<file path="config.mk">
export PLATFORM = sky130hd
export DESIGN_NAME = aer_in_event_buffer_flat
export DESIGN_NICKNAME = d
export VERILOG_FILES = /design/src/rtl/aer_pkg.sv /design/src/rtl/aer_in_event_buffer_if.sv /design/src/rtl/aer_sync_fifo.sv /design/src/rtl/aer_in_event_buffer.sv /design/src/flat_wrapper.sv
export SDC_FILE = /design/constraint.sdc
export NUM_CORES = 1
export LEC_CHECK = 0
export ABC_CLOCK_PERIOD_IN_PS = 5020
export BUFFER_PORTS_ARGS = -buffer_cell sky130_fd_sc_hd__buf_2
export CORE_MARGIN = 2
export CORE_UTILIZATION = 60
export CTS_CLUSTER_DIAMETER = 100
export DETAILED_ROUTE_END_ITERATION = 10
export PLACE_DENSITY = 0.83
export RECOVER_POWER = 50
export SETUP_SLACK_MARGIN = 0.5
export SLEW_MARGIN = 20
export SYNTH_ARGS = -nofsm -noshare
export SYNTH_HDL_FRONTEND = slang
export SYNTH_SLANG_ARGS = --single-unit
</file>
<file path="constraint.sdc">
create_clock -name clk -period 5.02 [get_ports clk]
set_input_delay 0.502 -clock clk [delete_from_list [all_inputs] [get_ports clk]]
set_output_delay 0.502 -clock clk [all_outputs]
set_load 0.05 [all_outputs]
</file>
<file path="src/rtl/aer_pkg.sv">
// Shared definitions for the AER input event buffer.
// Contents: event-type codes carried in the top two bits of an AER word,
// the default event word type, and the state enums of the input and
// output handshake FSMs.
package aer_pkg;

  localparam int AER_WIDTH_DEF = 12;

  localparam logic [1:0] EVT_NEUR    = 2'b00;
  localparam logic [1:0] EVT_BCAST   = 2'b01;
  localparam logic [1:0] EVT_INVALID = 2'b11;

  typedef logic [AER_WIDTH_DEF-1:0] aer_evt_t;

  typedef enum logic {
    I_IDLE,
    I_ACK
  } in_state_t;

  typedef enum logic [1:0] {
    O_IDLE,
    O_REQ,
    O_REL
  } out_state_t;

endpackage

</file>
<file path="src/rtl/aer_in_event_buffer_if.sv">
// 4-phase REQ/ACK event link.
// Signals: req (request), ack (acknowledge), data (event word, stable while req is high).
// Modports: master drives req/data and samples ack; slave does the reverse.
interface aer_in_event_buffer_if #(
  parameter int WIDTH = 12
);
  logic             req;
  logic             ack;
  logic [WIDTH-1:0] data;

  modport master (output req, output data, input ack);
  modport slave  (input req, input data, output ack);
endinterface

</file>
<file path="src/rtl/aer_sync_fifo.sv">
// Synchronous show-ahead FIFO used to buffer AER events.
// Ports: clk/rst_n (async active-low reset), push/din (write), pop (read),
//        dout (current head), full, empty, level (occupancy).
// A push while full is accepted only if the same cycle pops.
module aer_sync_fifo #(
  parameter int WIDTH = 12,
  parameter int DEPTH = 16
) (
  input  logic                     clk,
  input  logic                     rst_n,
  input  logic                     push,
  input  logic                     pop,
  input  logic [WIDTH-1:0]         din,
  output logic [WIDTH-1:0]         dout,
  output logic                     full,
  output logic                     empty,
  output logic [$clog2(DEPTH):0]   level
);
  localparam int AW = $clog2(DEPTH);

  logic [WIDTH-1:0] mem [DEPTH];
  logic [AW:0]      wr_ptr;
  logic [AW:0]      rd_ptr;
  logic             do_push;
  logic             do_pop;

  // Pointers carry an extra MSB lap flag so full and empty are distinguishable.
  assign full    = (wr_ptr[AW] != rd_ptr[AW]) && (wr_ptr[AW-1:0] == rd_ptr[AW-1:0]);
  assign empty   = (wr_ptr == rd_ptr);
  assign level   = wr_ptr - rd_ptr;
  assign do_pop  = pop && !empty;
  assign do_push = push && (!full || do_pop);
  assign dout    = mem[rd_ptr[AW-1:0]];

  // Storage array; contents need no reset because the pointers define validity.
  always_ff @(posedge clk) begin
    if (do_push) mem[wr_ptr[AW-1:0]] <= din;
  end

  // Read and write pointer advance.
  always_ff @(posedge clk or negedge rst_n) begin
    if (!rst_n) begin
      wr_ptr <= '0;
      rd_ptr <= '0;
    end else begin
      if (do_push) wr_ptr <= wr_ptr + (AW+1)'(1);
      if (do_pop)  rd_ptr <= rd_ptr + (AW+1)'(1);
    end
  end
endmodule

</file>
<file path="src/rtl/aer_in_event_buffer.sv">
// Upstream stage of the LRF mapper: accepts off-chip AER events on an
// asynchronous 4-phase link, drops invalid (type 2'b11) events, buffers the
// rest and replays them one at a time on a synchronous 4-phase mapper link.
// Ports: clk, rst_n (async active-low), aerin (slave link from off-chip),
//        map_in (master link to mapper), MAP_IN_AERIN_IDX (event payload),
//        FIFO_LEVEL (occupancy), DROP_CNT (saturating invalid-event count).
module aer_in_event_buffer
  import aer_pkg::*;
#(
  parameter int AER_WIDTH   = 12,
  parameter int FIFO_DEPTH  = 16,
  parameter int SYNC_STAGES = 2
) (
  input  logic                          clk,
  input  logic                          rst_n,
  aer_in_event_buffer_if.slave          aerin,
  aer_in_event_buffer_if.master         map_in,
  output logic [AER_WIDTH-3:0]          MAP_IN_AERIN_IDX,
  output logic [$clog2(FIFO_DEPTH):0]   FIFO_LEVEL,
  output logic [15:0]                   DROP_CNT
);
  logic [SYNC_STAGES-1:0] sync_q;
  logic                   req_s;

  in_state_t              in_state, in_state_d;
  logic                   ack_q, ack_d;
  logic                   push, drop, evt_invalid;

  out_state_t             out_state, out_state_d;
  logic                   req_q, req_d, pop;
  logic [AER_WIDTH-1:0]   evt_q, evt_d;

  logic [AER_WIDTH-1:0]   fifo_dout;
  logic                   fifo_full, fifo_empty;

  assign req_s       = sync_q[SYNC_STAGES-1];
  assign evt_invalid = (aerin.data[AER_WIDTH-1 -: 2] == EVT_INVALID);

  aer_sync_fifo #(.WIDTH(AER_WIDTH), .DEPTH(FIFO_DEPTH)) u_fifo (
    .clk   (clk),
    .rst_n (rst_n),
    .push  (push),
    .pop   (pop),
    .din   (aerin.data),
    .dout  (fifo_dout),
    .full  (fifo_full),
    .empty (fifo_empty),
    .level (FIFO_LEVEL)
  );

  // Metastability synchroniser on the asynchronous off-chip request.
  always_ff @(posedge clk or negedge rst_n) begin
    if (!rst_n) sync_q <= '0;
    else        sync_q <= {sync_q[SYNC_STAGES-2:0], aerin.req};
  end

  // Input FSM state and registered off-chip acknowledge.
  always_ff @(posedge clk or negedge rst_n) begin
    if (!rst_n) begin
      in_state <= I_IDLE;
      ack_q    <= 1'b0;
    end else begin
      in_state <= in_state_d;
      ack_q    <= ack_d;
    end
  end

  // Input FSM: invalid events are acknowledged without a FIFO slot, so they
  // never stall; valid events wait for space (or a same-cycle pop).
  always_comb begin
    in_state_d = in_state;
    ack_d      = ack_q;
    push       = 1'b0;
    drop       = 1'b0;
    case (in_state)
      I_IDLE: begin
        if (req_s) begin
          if (evt_invalid) begin
            drop       = 1'b1;
            ack_d      = 1'b1;
            in_state_d = I_ACK;
          end else if (!fifo_full || pop) begin
            push       = 1'b1;
            ack_d      = 1'b1;
            in_state_d = I_ACK;
          end
        end
      end
      I_ACK: begin
        if (!req_s) begin
          ack_d      = 1'b0;
          in_state_d = I_IDLE;
        end
      end
      default: in_state_d = I_IDLE;
    endcase
  end

  // Saturating counter of discarded invalid events.
  always_ff @(posedge clk or negedge rst_n) begin
    if (!rst_n)                            DROP_CNT <= '0;
    else if (drop && DROP_CNT != 16'hFFFF) DROP_CNT <= DROP_CNT + 16'd1;
  end

  // Output FSM state plus registered mapper request and event.
  always_ff @(posedge clk or negedge rst_n) begin
    if (!rst_n) begin
      out_state <= O_IDLE;
      req_q     <= 1'b0;
      evt_q     <= '0;
    end else begin
      out_state <= out_state_d;
      req_q     <= req_d;
      evt_q     <= evt_d;
    end
  end

  // Output FSM: the head stays in the FIFO until the mapper acknowledges it;
  // on release the next head may be presented in the same cycle.
  always_comb begin
    out_state_d = out_state;
    req_d       = req_q;
    evt_d       = evt_q;
    pop         = 1'b0;
    case (out_state)
      O_IDLE: begin
        if (!fifo_empty) begin
          req_d       = 1'b1;
          evt_d       = fifo_dout;
          out_state_d = O_REQ;
        end
      end
      O_REQ: begin
        if (map_in.ack) begin
          req_d       = 1'b0;
          pop         = 1'b1;
          out_state_d = O_REL;
        end
      end
      O_REL: begin
        if (!map_in.ack) begin
          if (!fifo_empty) begin
            req_d       = 1'b1;
            evt_d       = fifo_dout;
            out_state_d = O_REQ;
          end else begin
            out_state_d = O_IDLE;
          end
        end
      end
      default: out_state_d = O_IDLE;
    endcase
  end

  assign aerin.ack        = ack_q;
  assign map_in.req       = req_q;
  assign map_in.data      = evt_q;
  assign MAP_IN_AERIN_IDX = evt_q[AER_WIDTH-3:0];
endmodule

</file>
<file path="src/flat_wrapper.sv">
// flat-port wrapper written by rule: the top's interface ports become plain ports
module aer_in_event_buffer_flat import aer_pkg::*;
#(
  parameter int AER_WIDTH   = 12,
  parameter int FIFO_DEPTH  = 16,
  parameter int SYNC_STAGES = 2
)
  (clk, rst_n, MAP_IN_AERIN_IDX, FIFO_LEVEL, DROP_CNT, aerin_req, aerin_data, aerin_ack, map_in_req, map_in_data, map_in_ack);
  aer_in_event_buffer_if #(.WIDTH((12))) aerin_i ();
  aer_in_event_buffer_if #(.WIDTH((12))) map_in_i ();
  input  logic clk;
  input  logic rst_n;
  output logic [AER_WIDTH-3:0] MAP_IN_AERIN_IDX;
  output logic [$clog2(FIFO_DEPTH):0] FIFO_LEVEL;
  output logic [15:0] DROP_CNT;
  input wire logic [$bits(aerin_i.req)-1:0] aerin_req;
  input wire logic [$bits(aerin_i.data)-1:0] aerin_data;
  output wire logic [$bits(aerin_i.ack)-1:0] aerin_ack;
  output wire logic [$bits(map_in_i.req)-1:0] map_in_req;
  output wire logic [$bits(map_in_i.data)-1:0] map_in_data;
  input wire logic [$bits(map_in_i.ack)-1:0] map_in_ack;
  assign aerin_i.req = aerin_req;
  assign aerin_i.data = aerin_data;
  assign aerin_ack = aerin_i.ack;
  assign map_in_req = map_in_i.req;
  assign map_in_data = map_in_i.data;
  assign map_in_i.ack = map_in_ack;
  aer_in_event_buffer #(.AER_WIDTH(AER_WIDTH), .FIFO_DEPTH(FIFO_DEPTH), .SYNC_STAGES(SYNC_STAGES)) u_core (.clk(clk), .rst_n(rst_n), .aerin(aerin_i), .map_in(map_in_i), .MAP_IN_AERIN_IDX(MAP_IN_AERIN_IDX), .FIFO_LEVEL(FIFO_LEVEL), .DROP_CNT(DROP_CNT));
endmodule
</file>
# Yosys cells after proc, flatten, opt, wreduce, memory -nomap -nowiden
# Memories as Yosys holds them, arrays and structs flattened.
# Index checks and enable logic that the tools add are counted.
[word_totals]
ramBits = 192
memories = 1
ff_bits = 45
[op_classes]
n_eq_ne = 13
add_sub_neg = 4
bitwise = 1
muxes = 32
reduce_logical = 15
[mem_list]
columns = ["name", "depth", "width", "rd", "rd_ports_with_merged_regs", "write_ports", "line", "rtl"]
rows = [
  ["u_core.u_fifo.mem", 16, 12, 1, 0, 1, "aer_sync_fifo.sv:21", "logic [WIDTH-1:0] mem [DEPTH];"],
]
[ops]
columns = ["operator", "count"]
rows = [
  ["$mux 12", 2],
  ["$pmux 12 s2", 1],
  ["$mux 1", 22],
  ["$add 16x1->16 const B", 1],
  ["$ne 16x16->1 const B", 1],
  ["$add 5x1->5 const B", 2],
  ["$reduce_and 3->1", 3],
  ["$ne 2x2->1 const B", 4],
  ["$mux 2", 3],
  ["$pmux 2 s3", 1],
  ["$eq 5x5->1", 1],
  ["$sub 5x5->5", 1],
  ["$eq 2x2->1 const B", 2],
  ["$eq 4x4->1", 1],
  ["$logic_and 1x1->1", 4],
  ["$pmux 1 s2", 2],
  ["$ne 3x1->1 const B", 1],
  ["$pmux 1 s3", 1],
  ["$reduce_bool 3->1", 1],
  ["$eq 2x1->1 const B", 1],
  ["$logic_not 1->1", 2],
  ["$logic_not 2->1", 1],
  ["$logic_or 1x1->1", 2],
  ["$ne 2x1->1 const B", 1],
  ["other kinds (4)", 4],
]

# Depth between registers and ports, before layout
[depth]
depth_word = 11
depth_mapped = 9

# By module
# A second synthesis with hierarchy kept.
[unflattened]
hier_cells = 540
area_unflattened_um2 = 9788.1
[modules_own_cells]
columns = ["module", "cells_per_inst", "area_each_um2", "instances"]
rows = [
  ["aer_sync_fifo", 403, 8117.8, 1],
  ["aer_in_event_buffer", 137, 1670.4, 1],
]

# Least setup slack after synthesis
# Ideal clock, no wire load.
[synth_path]
path_kind = "flip-flop to flip-flop"
from = "register u_core.u_fifo.rd_ptr[2]"
to = "memory u_core.u_fifo.mem[3][0] (enable)"
path_buffers = 2
path_slack_ns = 1.593
required_ns = 4.624
path_stages_with_launch = 9
setup_time_ns = 0.396
arrival_time_ns = 3.030
cell_sequence = "dfrtp_1 > clkbuf_1 > clkbuf_1 > inv_1 > ha_1 > and4_1 > a311oi_2 > nand2_1 > nor3_1"
[synth_via]
elab_chain_len = 11
[synth_lines]
columns = ["element", "line", "rtl"]
rows = [
  ["from (decl)", "aer_sync_fifo.sv:23", "logic [AW:0] rd_ptr;"],
  ["from (signal assigned)", "aer_sync_fifo.sv:47", "if (do_pop) rd_ptr <= rd_ptr + (AW+1)'(1);"],
  ["$eq 4x4->1", "aer_sync_fifo.sv:28", "assign full = (wr_ptr[AW] != rd_ptr[AW]) && (wr_ptr[AW-1:0] == rd_ptr[AW-1:0]);"],
  ["$logic_and 1x1->1", "aer_sync_fifo.sv:28", ""],
  ["$logic_not 1->1", "aer_sync_fifo.sv:32, aer_in_event_buffer.sv:82", ""],
  ["$logic_or 1x1->1", "aer_in_event_buffer.sv:82", "end else if (!fifo_full || pop) begin"],
  ["$mux 1", "aer_in_event_buffer.sv:82", ""],
  ["$mux 1", "aer_in_event_buffer.sv:78", "if (evt_invalid) begin"],
  ["$mux 1", "aer_in_event_buffer.sv:77", "if (req_s) begin"],
  ["$mux 1", "aer_in_event_buffer.sv:75", "case (in_state)"],
  ["$logic_and 1x1->1 (*)", "aer_sync_fifo.sv:32", "assign do_push = push && (!full || do_pop);"],
  ["$mux 1 (*)", "aer_sync_fifo.sv:37", "if (do_push) mem[wr_ptr[AW-1:0]] <= din;"],
  ["$mux 1 (implied by the code) (*)", "aer_sync_fifo.sv:37", ""],
  ["to (decl)", "aer_sync_fifo.sv:21", ""],
]
# Every way passes the cells marked *; elsewhere a longest branch is shown, timed or not.

# Worst setup path after layout
[layout_path]
from = "register u_core.u_fifo.rd_ptr[0]"
to = "memory u_core.u_fifo.mem[14][7] (enable)"
# The elaborated chain is that of the path after synthesis.

==> flow_summary.toml <==
[outcome]
status = "complete, but fails checks"
violations = "max-capacitance violations, max-slew violations"

[detailed_routing]
first_pass_iters = 5
drtAntennaViolNets = 0
drt_iter0_drc = 475
wl_per_cell_um = 24.5
drc = 0
drt_wl_total_mm = 20.7
drt-vias-per-instance = 6.23
vias = 5261

[cts]
postCtsSetupRepairBufs = 0
cts_buffers = 24
clk_latency_ps = 530
post_cts_resized = 0
htreeDepth = 1
clockBufferDepth = 3
cts_tree = "built"
hold_buffers = 0
cts.clk_slew.worst_paths_ps = 70
cts_root_buffer = "clkbuf_16"
cts_num_sinks = 237

[layout]
finalNetCount = 638
layout-drive-gt1-share = 0.183
design_area_um2 = 10800
instances_no_fill = 845
syn_to_final_growth_pct = 12.3
antenna_cells = 0

[floorplan]
pin_count = 61
die_area_um2 = 17100
start_util = 0.610
die_x_um = 131
core_area_um2 = 15800
die_h_um = 131
num_rows = 46

[worst_hold_path]
holdPathStages = 1
hold_path_class = "primary input to flop"
hold_path_startpoint = "aerin_req"

[sta]
max_clock_freq_ghz = 0.268
period_needed_ps = 3740
hold_viol_final = 0
rsz0062_at_grt = "false"
post-route-period-util = 0.745
slew_violations = 46
slew_headroom = -0.682
setup_slack_ps = 1280
worst_slew_pin_slew_ps = 2520
setup-violations-final = 0
setup-tns-final_ps = 0
fin_skew_ps = 23.6

[placed_design]
io_buffer_count = 60
placed_cells = 801
place_hpwl_mm = 13.1
finalWeightedCongestion = 0.931
dp_slack_ps = 1380
dpl_cell_area_um2 = 10000

[yosys]
ys_types = 46
synthTopCellsByCount = "edfxtp_1 (192), mux2i_1 (46), dfrtp_1 (45)"
yosysSeqAreaShare = 0.714
synth_fp_nets = 586
synth_xor_xnor_area_share = 0.0253
synth_top_family_by_area = "multiplexers"
ys_warn_count = 0
synth_fa_ha_area_frac = 0.0150
yosys.area_share.simple = 0.0547
async_flop_share = 0.190
synth_compound_area_frac = 0.0511
synthTopCellsByArea = "edfxtp_1 (60%), dfrtp_1 (12%), mux4_2 (5.1%), mux2i_1 (4.8%), xnor2_1 (1.7%)"
yosys.area.top_type_share = 0.597
syn_area_per_cell_um2 = 17.3
syn_inst = 559
synth_enable_flop_cells = 192
synth_most_common_cell = "edfxtp_1"
yosysTopAreaCell = "edfxtp_1"
synthFlopType = "edfxtp_1"
synthMuxAreaShare = 0.111
syn-cell-area_um2 = 9650
ys_ff_latch = 237

[worst_setup_path]
r2r-end = "u_core.u_fifo.mem[14][7]"
critical_path_required_ps = 5150
reg2reg_from = "u_core.u_fifo.rd_ptr[0]"
criticalPathCategory = "flop to flop"
slowest_delay_ps = 870
setup.worst_path.start_class = "flop"
rrSetupSlack_ps = 1280
reg2regPathDepth = 5
crit_path_end = "u_core.u_fifo.mem[14][7]"
cp-startpoint = "u_core.u_fifo.rd_ptr[0]"
path_max_fanout = 36
worst_setup_path_end_kind = "flop"
worstPathCellList = "ha_1 > and4_1 > a311oi_2 > nand2_1 > nor2_1"
crit_arrival_ps = 3870
slowest_stage = "nor2_1"

[global_routing]
overflow = 0
grt_use_total = 0.253
grt_pass1_vias = 5227
grt_pass1_wl_mm = 31.3
grt_max_degree = 46
antenna_found_initial = 0

[run]
maxCapViolCount = 1

[power]
peakVddDrop_mv = 0.407
powerDensity_nw_per_um2 = 610
total_leakage_power_nw = 3.90
## worst max-delay path, delay by kind of cell (launching register included)
kind                       cells  cell delay, ps
DFF                            1             820
AOI/OAI and AO/OA              1             700
and+or+nand+nor                3            1450
adders and majority gates      1             370
## power breakdown
group,total [W],internal (W),switching [W]
logic,0.00222,0.000731,0.00149
clock network,0.00185,0.00111,0.000743
registers,0.00254,0.00230,0.000233
total,0.00661,0.00414,0.00247
## state kept, by name (all words and copies together) (netlist names)
signal / flops
u_core.u_fifo.wr_ptr: 5
u_core.map_in.req: 1
u_core.aerin.ack: 1
u_core.u_fifo.mem: 192
u_core.map_in.data: 12
u_core.DROP_CNT: 16
u_core.sync_q: 2
u_core.u_fifo.rd_ptr: 5
u_core.out_state: 2
u_core.in_state: 1
## worst min path at each step
stage	to	slack, ps
3_5_place_dp	u_core.sync_q[1]	340
3_3_place_gp	u_core.sync_q[1]	350
4_1_cts	u_core.sync_q[0]	90
5_1_grt	u_core.sync_q[0]	100
6_report	u_core.sync_q[0]	100
2_1_floorplan	u_core.DROP_CNT[0]	210
## cell families after synthesis
logic type	Yosys count
DFF	237
and+or+nand+nor	99
muxes	73
AOI/OAI and AO/OA	65
buffers and inverters	47
xor gates and xnor gates	27
adders and majority gates	11
## cells in the final DEF, fill, tap and decap left out, drive strengths merged, types with 18 or more instances in the layout
master,netlist,final
edfxtp,192,192
clkbuf,12,54
mux2i,46,46
dfrtp,45,45
buf,24,37
nand2,26,26
mux4,26,26
o22ai,22,22
xnor2,19,19
nor2,18,18
## final cells by class
cell class              instances  area [µm²]
flip-flops and latches        237        6900
multi-input cells             275        2510
inverters                      11        41.3
clock buffers                  29         629
well taps                     216         270
fillers                      1003        4990
repair buffers                 62         284
clock inverters                15         199
## routing by layer
| metal | part of all wire | GRT usage | vias up | wire, µm |
|---|---|---|---|---|
| met1 | 0.39 | 0.344 | 2697 | 8090 |
| met2 | 0.51 | 0.434 | 221 | 10600 |
| met3 | 0.062 | 0.0277 | 48 | 1280 |
| li1 | - | - | 2295 | - |
| met5 | 0 | 0 | - | 0 |
| met4 | 0.034 | 0.0870 | 0 | 711 |
## stage by stage
stage | util | hold WS, ps | power, W
after floorplan | - | 206 | 0.00432
after detailed placement | 0.634 | 342 | 0.00478
final | 0.685 | 98.5 | 0.00661
after CTS | 0.686 | 91.4 | 0.00663
after global placement | 0.634 | 346 | 0.00471
after global routing | 0.685 | 97.6 | 0.00685
Power figures use the tool's default switching activity.
